<file path="src/rtl/board_scan_ctrl.sv">
// Scans an 8x8 reed-switch matrix one row at a time and publishes a debounced
// 64-bit board image; the image stays frozen while o_done is high until i_ack.
module board_scan_ctrl #(
  parameter int SETTLE_CYCLES = 16,
  parameter int STABLE_SCANS  = 4
) (
  input  logic        i_clk,
  input  logic        i_reset,
  input  logic [7:0]  i_col_in,
  input  logic        i_ack,
  output logic [7:0]  o_row_sel,
  output logic [63:0] o_board_state,
  output logic        o_done,
  output logic        o_scan_busy
);

  localparam logic [2:0] S_IDLE    = 3'd0;
  localparam logic [2:0] S_DRIVE   = 3'd1;
  localparam logic [2:0] S_SAMPLE  = 3'd2;
  localparam logic [2:0] S_NEXT    = 3'd3;
  localparam logic [2:0] S_COMPARE = 3'd4;

  localparam int              CW          = (SETTLE_CYCLES > 1) ? $clog2(SETTLE_CYCLES) : 1;
  localparam logic [CW-1:0]   SETTLE_LAST = CW'(SETTLE_CYCLES - 1);
  localparam logic [3:0]      STABLE_MAX  = 4'(STABLE_SCANS);

  logic [2:0]    r_state;
  logic [2:0]    r_row;
  logic [CW-1:0] r_settle;
  logic [7:0]    r_col_s1;
  logic [7:0]    r_col_s2;
  logic [63:0]   r_scan_buf;
  logic [63:0]   r_prev_scan;
  logic [63:0]   r_board_state;
  logic [3:0]    r_stable_cnt;
  logic          r_first_pub;
  logic          r_done;

  logic [7:0]    w_row_onehot;
  logic [3:0]    w_cnt_nxt;
  logic          w_publish;

  assign w_row_onehot  = 8'h01 << r_row;
  // Row is released during NEXT so two rows are never driven together.
  assign o_row_sel     = ((r_state == S_DRIVE) || (r_state == S_SAMPLE)) ? w_row_onehot : 8'h00;
  assign o_board_state = r_board_state;
  assign o_done        = r_done;
  assign o_scan_busy   = (r_state != S_IDLE);

  always_comb begin
    w_cnt_nxt = 4'd1;
    if (r_scan_buf == r_prev_scan) begin
      w_cnt_nxt = (r_stable_cnt >= STABLE_MAX) ? STABLE_MAX : r_stable_cnt + 4'd1;
    end
  end

  // Saturating count lets a publish blocked by an unread board fire on a later scan.
  assign w_publish = (w_cnt_nxt == STABLE_MAX) && !r_done &&
                     ((r_scan_buf != r_board_state) || r_first_pub);

  always_ff @(posedge i_clk) begin
    if (i_reset) begin
      r_state       <= S_IDLE;
      r_row         <= 3'd0;
      r_settle      <= '0;
      r_col_s1      <= 8'h00;
      r_col_s2      <= 8'h00;
      r_scan_buf    <= 64'h0;
      r_prev_scan   <= 64'h0;
      r_board_state <= 64'h0;
      r_stable_cnt  <= 4'd0;
      r_first_pub   <= 1'b1;
      r_done        <= 1'b0;
    end else begin
      r_col_s1 <= i_col_in;
      r_col_s2 <= r_col_s1;
      if (r_done && i_ack) begin
        r_done <= 1'b0;
      end
      case (r_state)
        S_IDLE: begin
          r_row    <= 3'd0;
          r_settle <= '0;
          r_state  <= S_DRIVE;
        end
        S_DRIVE: begin
          if (r_settle == SETTLE_LAST) begin
            r_settle <= '0;
            r_state  <= S_SAMPLE;
          end else begin
            r_settle <= r_settle + 1'b1;
          end
        end
        S_SAMPLE: begin
          r_scan_buf[{r_row, 3'b000} +: 8] <= r_col_s2;
          r_state <= S_NEXT;
        end
        S_NEXT: begin
          if (r_row == 3'd7) begin
            r_row   <= 3'd0;
            r_state <= S_COMPARE;
          end else begin
            r_row   <= r_row + 3'd1;
            r_state <= S_DRIVE;
          end
        end
        S_COMPARE: begin
          r_stable_cnt <= w_cnt_nxt;
          r_prev_scan  <= r_scan_buf;
          if (w_publish) begin
            r_board_state <= r_scan_buf;
            r_done        <= 1'b1;
            r_first_pub   <= 1'b0;
          end
          r_state <= S_DRIVE;
        end
        default: r_state <= S_IDLE;
      endcase
    end
  end

endmodule
</file>
<file path="config.mk">
export PLATFORM = sky130hd
export DESIGN_NAME = board_scan_ctrl
export DESIGN_NICKNAME = d
export VERILOG_FILES = /design/src/rtl/board_scan_ctrl.sv
export SDC_FILE = /design/constraint.sdc
export NUM_CORES = 1
export LEC_CHECK = 0
export BUFFER_PORTS_ARGS = -buffer_cell sky130_fd_sc_hd__buf_4
export CELL_PAD_IN_SITES_DETAIL_PLACEMENT = 0
export CELL_PAD_IN_SITES_GLOBAL_PLACEMENT = 2
export CORE_MARGIN = 1.5
export CORE_UTILIZATION = 40
export CTS_CLUSTER_DIAMETER = 200
export DETAILED_ROUTE_END_ITERATION = 8
export GPL_TIMING_DRIVEN = 0
export PLACE_DENSITY = 0.9
export SETUP_SLACK_MARGIN = 0.4
export SYNTH_ARGS = -nofsm -noshare
export SYNTH_HDL_FRONTEND = slang
export SYNTH_SLANG_ARGS = --single-unit
export TNS_END_PERCENT = 50
</file>
<file path="constraint.sdc">
create_clock -name i_clk -period 5.65 [get_ports i_clk]
set_input_delay 1.13 -clock i_clk [delete_from_list [all_inputs] [get_ports i_clk]]
set_output_delay 1.13 -clock i_clk [all_outputs]
set_load 0.1 [all_outputs]
</file>
==> reports/results.txt, run 1 <==
Outcome = finished, final reports clean
FILL cells = 2434
H-tree Lvls = 1
Core footprint = 25000 sq um
Netlist cell types = 49
Sequential power share = 46.8%
Die H = 162 um
N_diodes = 0
Area after DPL = 11200 sq um
Switching share of power = 22.6%
Setup violators final = 0
Skew-Pair Late Insertion Delay = 520 ps
Crit end category = output pin
Resize count post-CTS = 0
Area leader, netlist = dfxtp_1
GRT Max-Usage Layer = met2
Die width = 162 um
Layout net count = 1267
Crit path DAT = 2340 ps
CP Max Fanout = 10
Prevailing post-synth register cell = dfxtp_1
Vias in the first global route = 7446
Critical path class = register to output pin
Area of the die = 26300 sq um
Syn Inst Count = 1135
CP Cell Sequence = clkbuf_1 -> xnor2_1 -> nor2_1 -> and3_1 -> buf_4
Worst Hold Launch = r_col_s1[5]
Overall Power = 3.42 mW
EDFF count, synth = 0
Register area share after synthesis = 44.2%
Largest net degree at the start of global routing = 13
P_int = 2.65 mW
Max Root-Sink Buffers = 3
Fmax = 288 MHz
Relative slew slack = 39.0%
Synthesized flop and latch total = 224
CP startpoint kind = register
Setup_tns = 0 ps
Combinational share of power = 4.5%
Post-synth ARST share = 0%
Hold Violations, Final = 0
Met1 Use GR = 35.2%
ANT nets after route = 0
Setup Buffers After CTS = 0
Routed wire length = 32.3 mm
Synth Area per Inst = 8.94 sq um
Cell Pwr Density = 284 nW/um^2
Met2 usage = 37.8%
Final worst-path cycle share = 61.4%
HP Class = register to register
DPL Wire Length = 23.5 mm
Minimum clock period = 3470 ps
Data required, critical path = 4520 ps
Grt met3 use = 3.32%
Via count = 8221
Final Skew = 10.6 ps
Clk root buf = clkbuf_16
Peak per-stage delay on the critical path = 460 ps
Post-DR vias/cell = 5.16
Ys Warns = 0
P&R area growth vs syn = 18.5%
Dominant cells by area after synthesis = dfxtp_1, mux2i_1, xnor2_1, nand2b_1, nand2_1
Pre-antenna DRT Iters = 6
Final WS setup = 2180 ps
RSZ-0062 raised after global routing = no
First-pass GRT wire length = 47.7 mm
Slew @ Worst Pin = 915 ps
Slowest CP cell = dfxtp_1
Post-Syn Nets = 1156
Routed wire per std cell = 20.3 um
Initial antenna violation count = 0
Design area = 12000 sq um
Critical Path Start = r_state[1]
Psw = 772 uW
Clock transition at path regs = 60 ps
# DRC = 0
Final slew viol count = 0
Pre-CTS setup slack = 2000 ps
Starting Density = 40.5%
Hold-fix buffers at CTS = 0
R2r setup slk = 2290 ps
Pleak = 4.17 nW
Maxcap violations = 0
1st-iter DRT viols = 766
RR Startpoint = r_scan_buf[58]
Worst IR Drop VDD = 0.000171 V
Synth top area share = 44.2%
Num Clock Sinks = 224
Row count = 58
GRT Util Overall = 24.5%
Clock power frac = 48.7%
CTS tree = yes
Layout cells sized above 1 = 11.1%
RD Place Congestion = 0.916
Global route total overflow = 0
Port Buffers = 83
Post-Syn Area = 10100 sq um
Num ports = 85
Inserted Clock Buffers = 25
## power groups by stage
stage                     clock network (mW)  logic (mW)  registers, mW
after floorplan                            0       0.102           1.63
after global placement                     0       0.152           1.63
after detailed placement                   0       0.152           1.63
after CTS                               1.69       0.152           1.60
after global routing                    1.75       0.162           1.60
final                                   1.67       0.153           1.60
## per-layer routing
layer	vias to the layer above	routed length, um
met4	0	1030
met2	286	14400
met1	3890	14700
li1	3989	-
met3	56	2160
met5	-	0
## logic make-up after synthesis
kind of cell             count (synthesis)  share of synthesized area (%)
adder cells (fa/ha/maj)                 10                           1.23
AO/OA/AOI/OAI                          124                           6.92
flip-flops                             224                           44.2
buffers and inverters                   87                           3.61
XOR/XNOR                               116                           10.0
multiplexers                           109                           10.8
AND/OR/NAND/NOR                        465                           23.3
## final cells by class
class	count	area, sq um	area share [%]
Multi-Input combinational cell	824	5300	44.1
Clock buffer	36	717	5.96
Clock inverter	7	110	0.916
Tap cell	330	413	3.43
Inverter	20	75.1	0.624
Buffer	67	292	2.43
Timing Repair Buffer	84	631	5.25
Sequential cell	224	4480	37.3
## cells in the final DEF (no fill, tap or decap), types with 7 or more instances in the layout
cell       synthesis  layout
clkbuf_16          0      25
nand2_1          160     160
nor2b_1           19      19
o21ai_0            9       9
inv_1             18      18
nor3_1             8       8
nand3_1           20      20
nand2b_1         133     133
dfxtp_1          224     224
nand4_1           27      27
clkbuf_1          59      65
xor2_1            13      13
mux2i_1          109     109
xnor2_1          103     103
nor2_1            60      60
nor4_1            11      11
a21oi_1           90      90
ha_1              10      10
buf_4              0      84
and2_1             7       7
## synth_stat cells (all sizes together) (2+ instances only)
library cell and count:
dfxtp 224, nand2 160, xor2 13, nand2b 133, clkbuf 59, o2111ai 2
nor2b 19, nand3 20, a221oi 2, ha 10, or2 3, nor3b 2
or3 2, and3 4, mux2i 109, a21oi 90, and2 7, o21ai 9
buf 8, xnor2 103, a311oi 2, inv 20, nor2 62, o22ai 6
nor3 10, o21ba 2, nor4 12, a22oi 4, nand4 27
## state kept, by name (all words and copies together) (netlist names)
signal,cells
o_board_state,64
r_prev_scan,64
r_scan_buf,64
r_col_s1,8
r_col_s2,8
r_settle,4
r_stable_cnt,4
r_row,3
r_state,3
o_done,1
r_first_pub,1
## worst max-delay path: cells and delay by family (launching register included)
family | cells | cell delay (ps)
XOR/XNOR | 1 | 190
buffers and inverters | 2 | 670
flip-flops | 1 | 460
AND/OR/NAND/NOR | 2 | 480
## per-stage QoR
| step | utilization [%] | hold WS, ps | instances |
|---|---|---|---|
| finish | 48.0 | 437 | 1592 |
| CTS | 48.0 | 438 | 1592 |
| detailed placement | 44.7 | 424 | 1549 |
| global route | 48.0 | 453 | 1592 |
| global placement | 44.7 | 418 | 1548 |
| floorplan | - | 414 | 1135 |
## worst paths after layout
kind | to | depth (start not counted)
worst max register to register | o_board_state[55] | 8
worst max-delay path | o_row_sel[6] | 5
worst min register to register | r_col_s2[5] | 1
worst min-delay path | r_col_s2[5] | 1
Power figures use the tool's default switching activity.
==> run 2: changes to the inputs <==
--- a/config.mk
+++ b/config.mk
@@ -9,11 +9,11 @@
 export CELL_PAD_IN_SITES_DETAIL_PLACEMENT = 0
 export CELL_PAD_IN_SITES_GLOBAL_PLACEMENT = 2
 export CORE_MARGIN = 1.5
-export CORE_UTILIZATION = 40
+export CORE_UTILIZATION = 37
 export CTS_CLUSTER_DIAMETER = 200
 export DETAILED_ROUTE_END_ITERATION = 8
 export GPL_TIMING_DRIVEN = 0
-export PLACE_DENSITY = 0.9
+export PLACE_DENSITY = 0.84
 export SETUP_SLACK_MARGIN = 0.4
 export SYNTH_ARGS = -nofsm -noshare
 export SYNTH_HDL_FRONTEND = slang
==> constraint.sdc (replaced) <==
create_clock -name i_clk -period 3.2 [get_ports i_clk]
set_input_delay 0.64 -clock i_clk [delete_from_list [all_inputs] [get_ports i_clk]]
set_output_delay 0.64 -clock i_clk [all_outputs]
set_load 0.1 [all_outputs]
==> reports/results.txt, run 2 (synthesis results as in run 1) <==
CTS tree = yes (unchanged)
Outcome = finished, final reports clean (unchanged)
Slowest CP cell = nor4_2 (was dfxtp_1)
Num Clock Sinks = 224 (unchanged)
N_diodes = 0 (unchanged)
Die width = 169 um (was 162 um)
Worst IR Drop VDD = 0.000361 V (was 0.000171 V)
Cell Pwr Density = 492 nW/um^2 (was 284 nW/um^2)
Worst Hold Launch = i_col_in[4] (was r_col_s1[5])
Pleak = 4.23 nW (was 4.17 nW)
Metal3 WL = 2.06 mm (was 2.16 mm)
Fmax = 369 MHz
H-tree Lvls = 1 (unchanged)
Via count = 8108 (was 8221)
Relative slew slack = 31.4% (was 39.0%)
First-pass GRT wire length = 49.5 mm (was 47.7 mm)
Area of the die = 28400 sq um (was 26300 sq um)
FILL cells = 2620 (was 2434)
CP startpoint kind = register (unchanged)
RD Place Congestion = 0.869 (was 0.916)
Post-route insts no fill = 1611 (was 1592)
Data required, critical path = 3660 ps (was 4520 ps)
Routed met2 length = 14.6 mm (was 14.4 mm)
Routed wire length = 33.3 mm (was 32.3 mm)
Routed wire per std cell = 20.7 um (was 20.3 um)
CP Cell Sequence = xnor2_1 -> nand4_1 -> nor4_2 -> nand4_1 -> a311oi_2 -> buf_6 -> buf_6 -> mux2i_1 (was clkbuf_1 -> xnor2_1 -> nor2_1 -> and3_1 -> buf_4)
Maxcap violations = 0 (unchanged)
Final worst-path cycle share = 84.7%
Peak per-stage delay on the critical path = 410 ps (was 460 ps)
Hold Violations, Final = 0 (unchanged)
Initial antenna violation count = 2 (was 0)
Most common cell after layout, fill and taps aside = dfxtp_1 (unchanged)
Die H = 169 um (was 162 um)
Final WS setup = 489 ps (was 2180 ps)
Skew-Pair Late Insertion Delay = 540 ps (was 520 ps)
R2r setup slk = 490 ps (was 2290 ps)
Critical Path Start = r_scan_buf[48] (was r_state[1])
RR Startpoint = r_scan_buf[48] (was r_scan_buf[58])
Crit path max-delay family = simple AND/OR/NAND/NOR gates (was buffers and inverters)
Slew @ Worst Pin = 1030 ps (was 915 ps)
Minimum clock period = 2710 ps
Layout net count = 1273 (was 1267)
Hold endpoint = r_col_s1[4] (was r_col_s2[5])
Max Root-Sink Buffers = 3 (unchanged)
Critical path class = register to register (was register to output pin)
CP Max Fanout = 10 (unchanged)
Pre-CTS setup slack = 67.0 ps (was 2000 ps)
1st-iter DRT viols = 572 (was 766)
Final slew viol count = 0 (unchanged)
Post-DR vias/cell = 5.03 (was 5.16)
Inserted Clock Buffers = 26 (was 25)
RSZ-0062 raised after global routing = yes (was no)
Reg2Reg Capture Point = o_board_state[46] (was o_board_state[55])
Crit end category = register (was output pin)
Most frequent cells in the layout = dfxtp_1, nand2_1, nand2b_1 (unchanged)
Row count = 60 (was 58)
Max Used Layer = met5 (was met4)
Largest net degree at the start of global routing = 13 (unchanged)
Hold depth = 2 (was 1)
Final core utilization = 45.2% (was 48.0%)
HP Class = primary input to register (was register to register)
Clock transition at path regs = 60 ps (about the same)
Inst Count DP = 1560 (was 1549)
DPL Wire Length = 24.2 mm (was 23.5 mm)
Vias in the first global route = 7698 (was 7446)
WL met1 = 15.5 mm (was 14.7 mm)
ANT nets after route = 0 (unchanged)
Layout cells sized above 1 = 13.1% (was 11.1%)
Port Buffers = 83 (unchanged)
Final Skew = 20.0 ps (was 10.6 ps)
Starting Density = 37.6% (was 40.5%)
# DRC = 0 (unchanged)
GRT Util Overall = 23.6% (was 24.5%)
Core footprint = 27000 sq um (was 25000 sq um)
Crit path DAT = 3170 ps (was 2340 ps)
Setup violators final = 0 (unchanged)
Num ports = 85 (unchanged)
CP bufs+invs = 2 (unchanged)
R2R depth = 8 (unchanged)
Global route total overflow = 0 (unchanged)
P&R area growth vs syn = 20.0% (was 18.5%)
Pre-antenna DRT Iters = 5 (was 6)
Clk root buf = clkbuf_16 (unchanged)
run 2: cell count changes in the layout (fill, tap and decap cells not counted), sizes merged:
cell,previous run,this run
clkbuf,95,96
bufinv,3,1
buf,92,98
clkinv,4,7
run 2: worst max-delay path by stage:
stage / to / slack [ps] / depth (start not counted)
after CTS: o_row_sel[1] / 310 / 5
after global placement: r_scan_buf[39] / -590 / 8
after floorplan: o_board_state[38] / 520 / 7
after global routing: o_board_state[38] / 360 / 8
final: o_board_state[46] / 490 / 8
after detailed placement: r_scan_buf[46] / 70 / 10
run 2: power breakdown:
group | internal [mW] | switching (mW)
Clock | 1.71 | 1.17
Sequential | 2.81 | 0.0199
Combinational | 0.0867 | 0.194
Total | 4.60 | 1.39
run 2: routing by layer:
layer | track usage, % | vias up
met3 | 4.02 | 64
li1 | - | 4008
met5 | 0 | -
met4 | 8.31 | 2
met1 | 32.9 | 3807
met2 | 36.7 | 227
run 2: per-stage QoR:
stage | total power, mW | instance area [sq um] | setup TNS [ps] | hold WS (ps)
detailed placement | 3.16 | 11200 | 0 | 420
CTS | 6.03 | 12100 | 0 | 312
global route | 6.17 | 12200 | 0 | 321
finish | 5.99 | 12200 | 0 | 326
floorplan | 3.06 | 10100 | 0 | 414
global placement | 3.16 | 11200 | -4360 | 419
run 2: area by class of cell:
cell class | instances | area (sq um) | area share, %
inverter | 20 | 75.1 | 0.617
multi-input combinational | 824 | 5370 | 44.1
sequential | 224 | 4490 | 36.8
tap | 341 | 427 | 3.50
buffer | 67 | 305 | 2.51
clock inverter | 8 | 65.1 | 0.534
timing repair buffer | 89 | 693 | 5.69
clock buffer | 38 | 757 | 6.22
run 2: timing repair:
item / CTS / global route
buffers inserted: 3 / 2
endpoints found under the setup margin: 137 / 81
hold buffers: 0 / 0
pin swaps: 3 / 1
gates resized for setup: 13 / 17
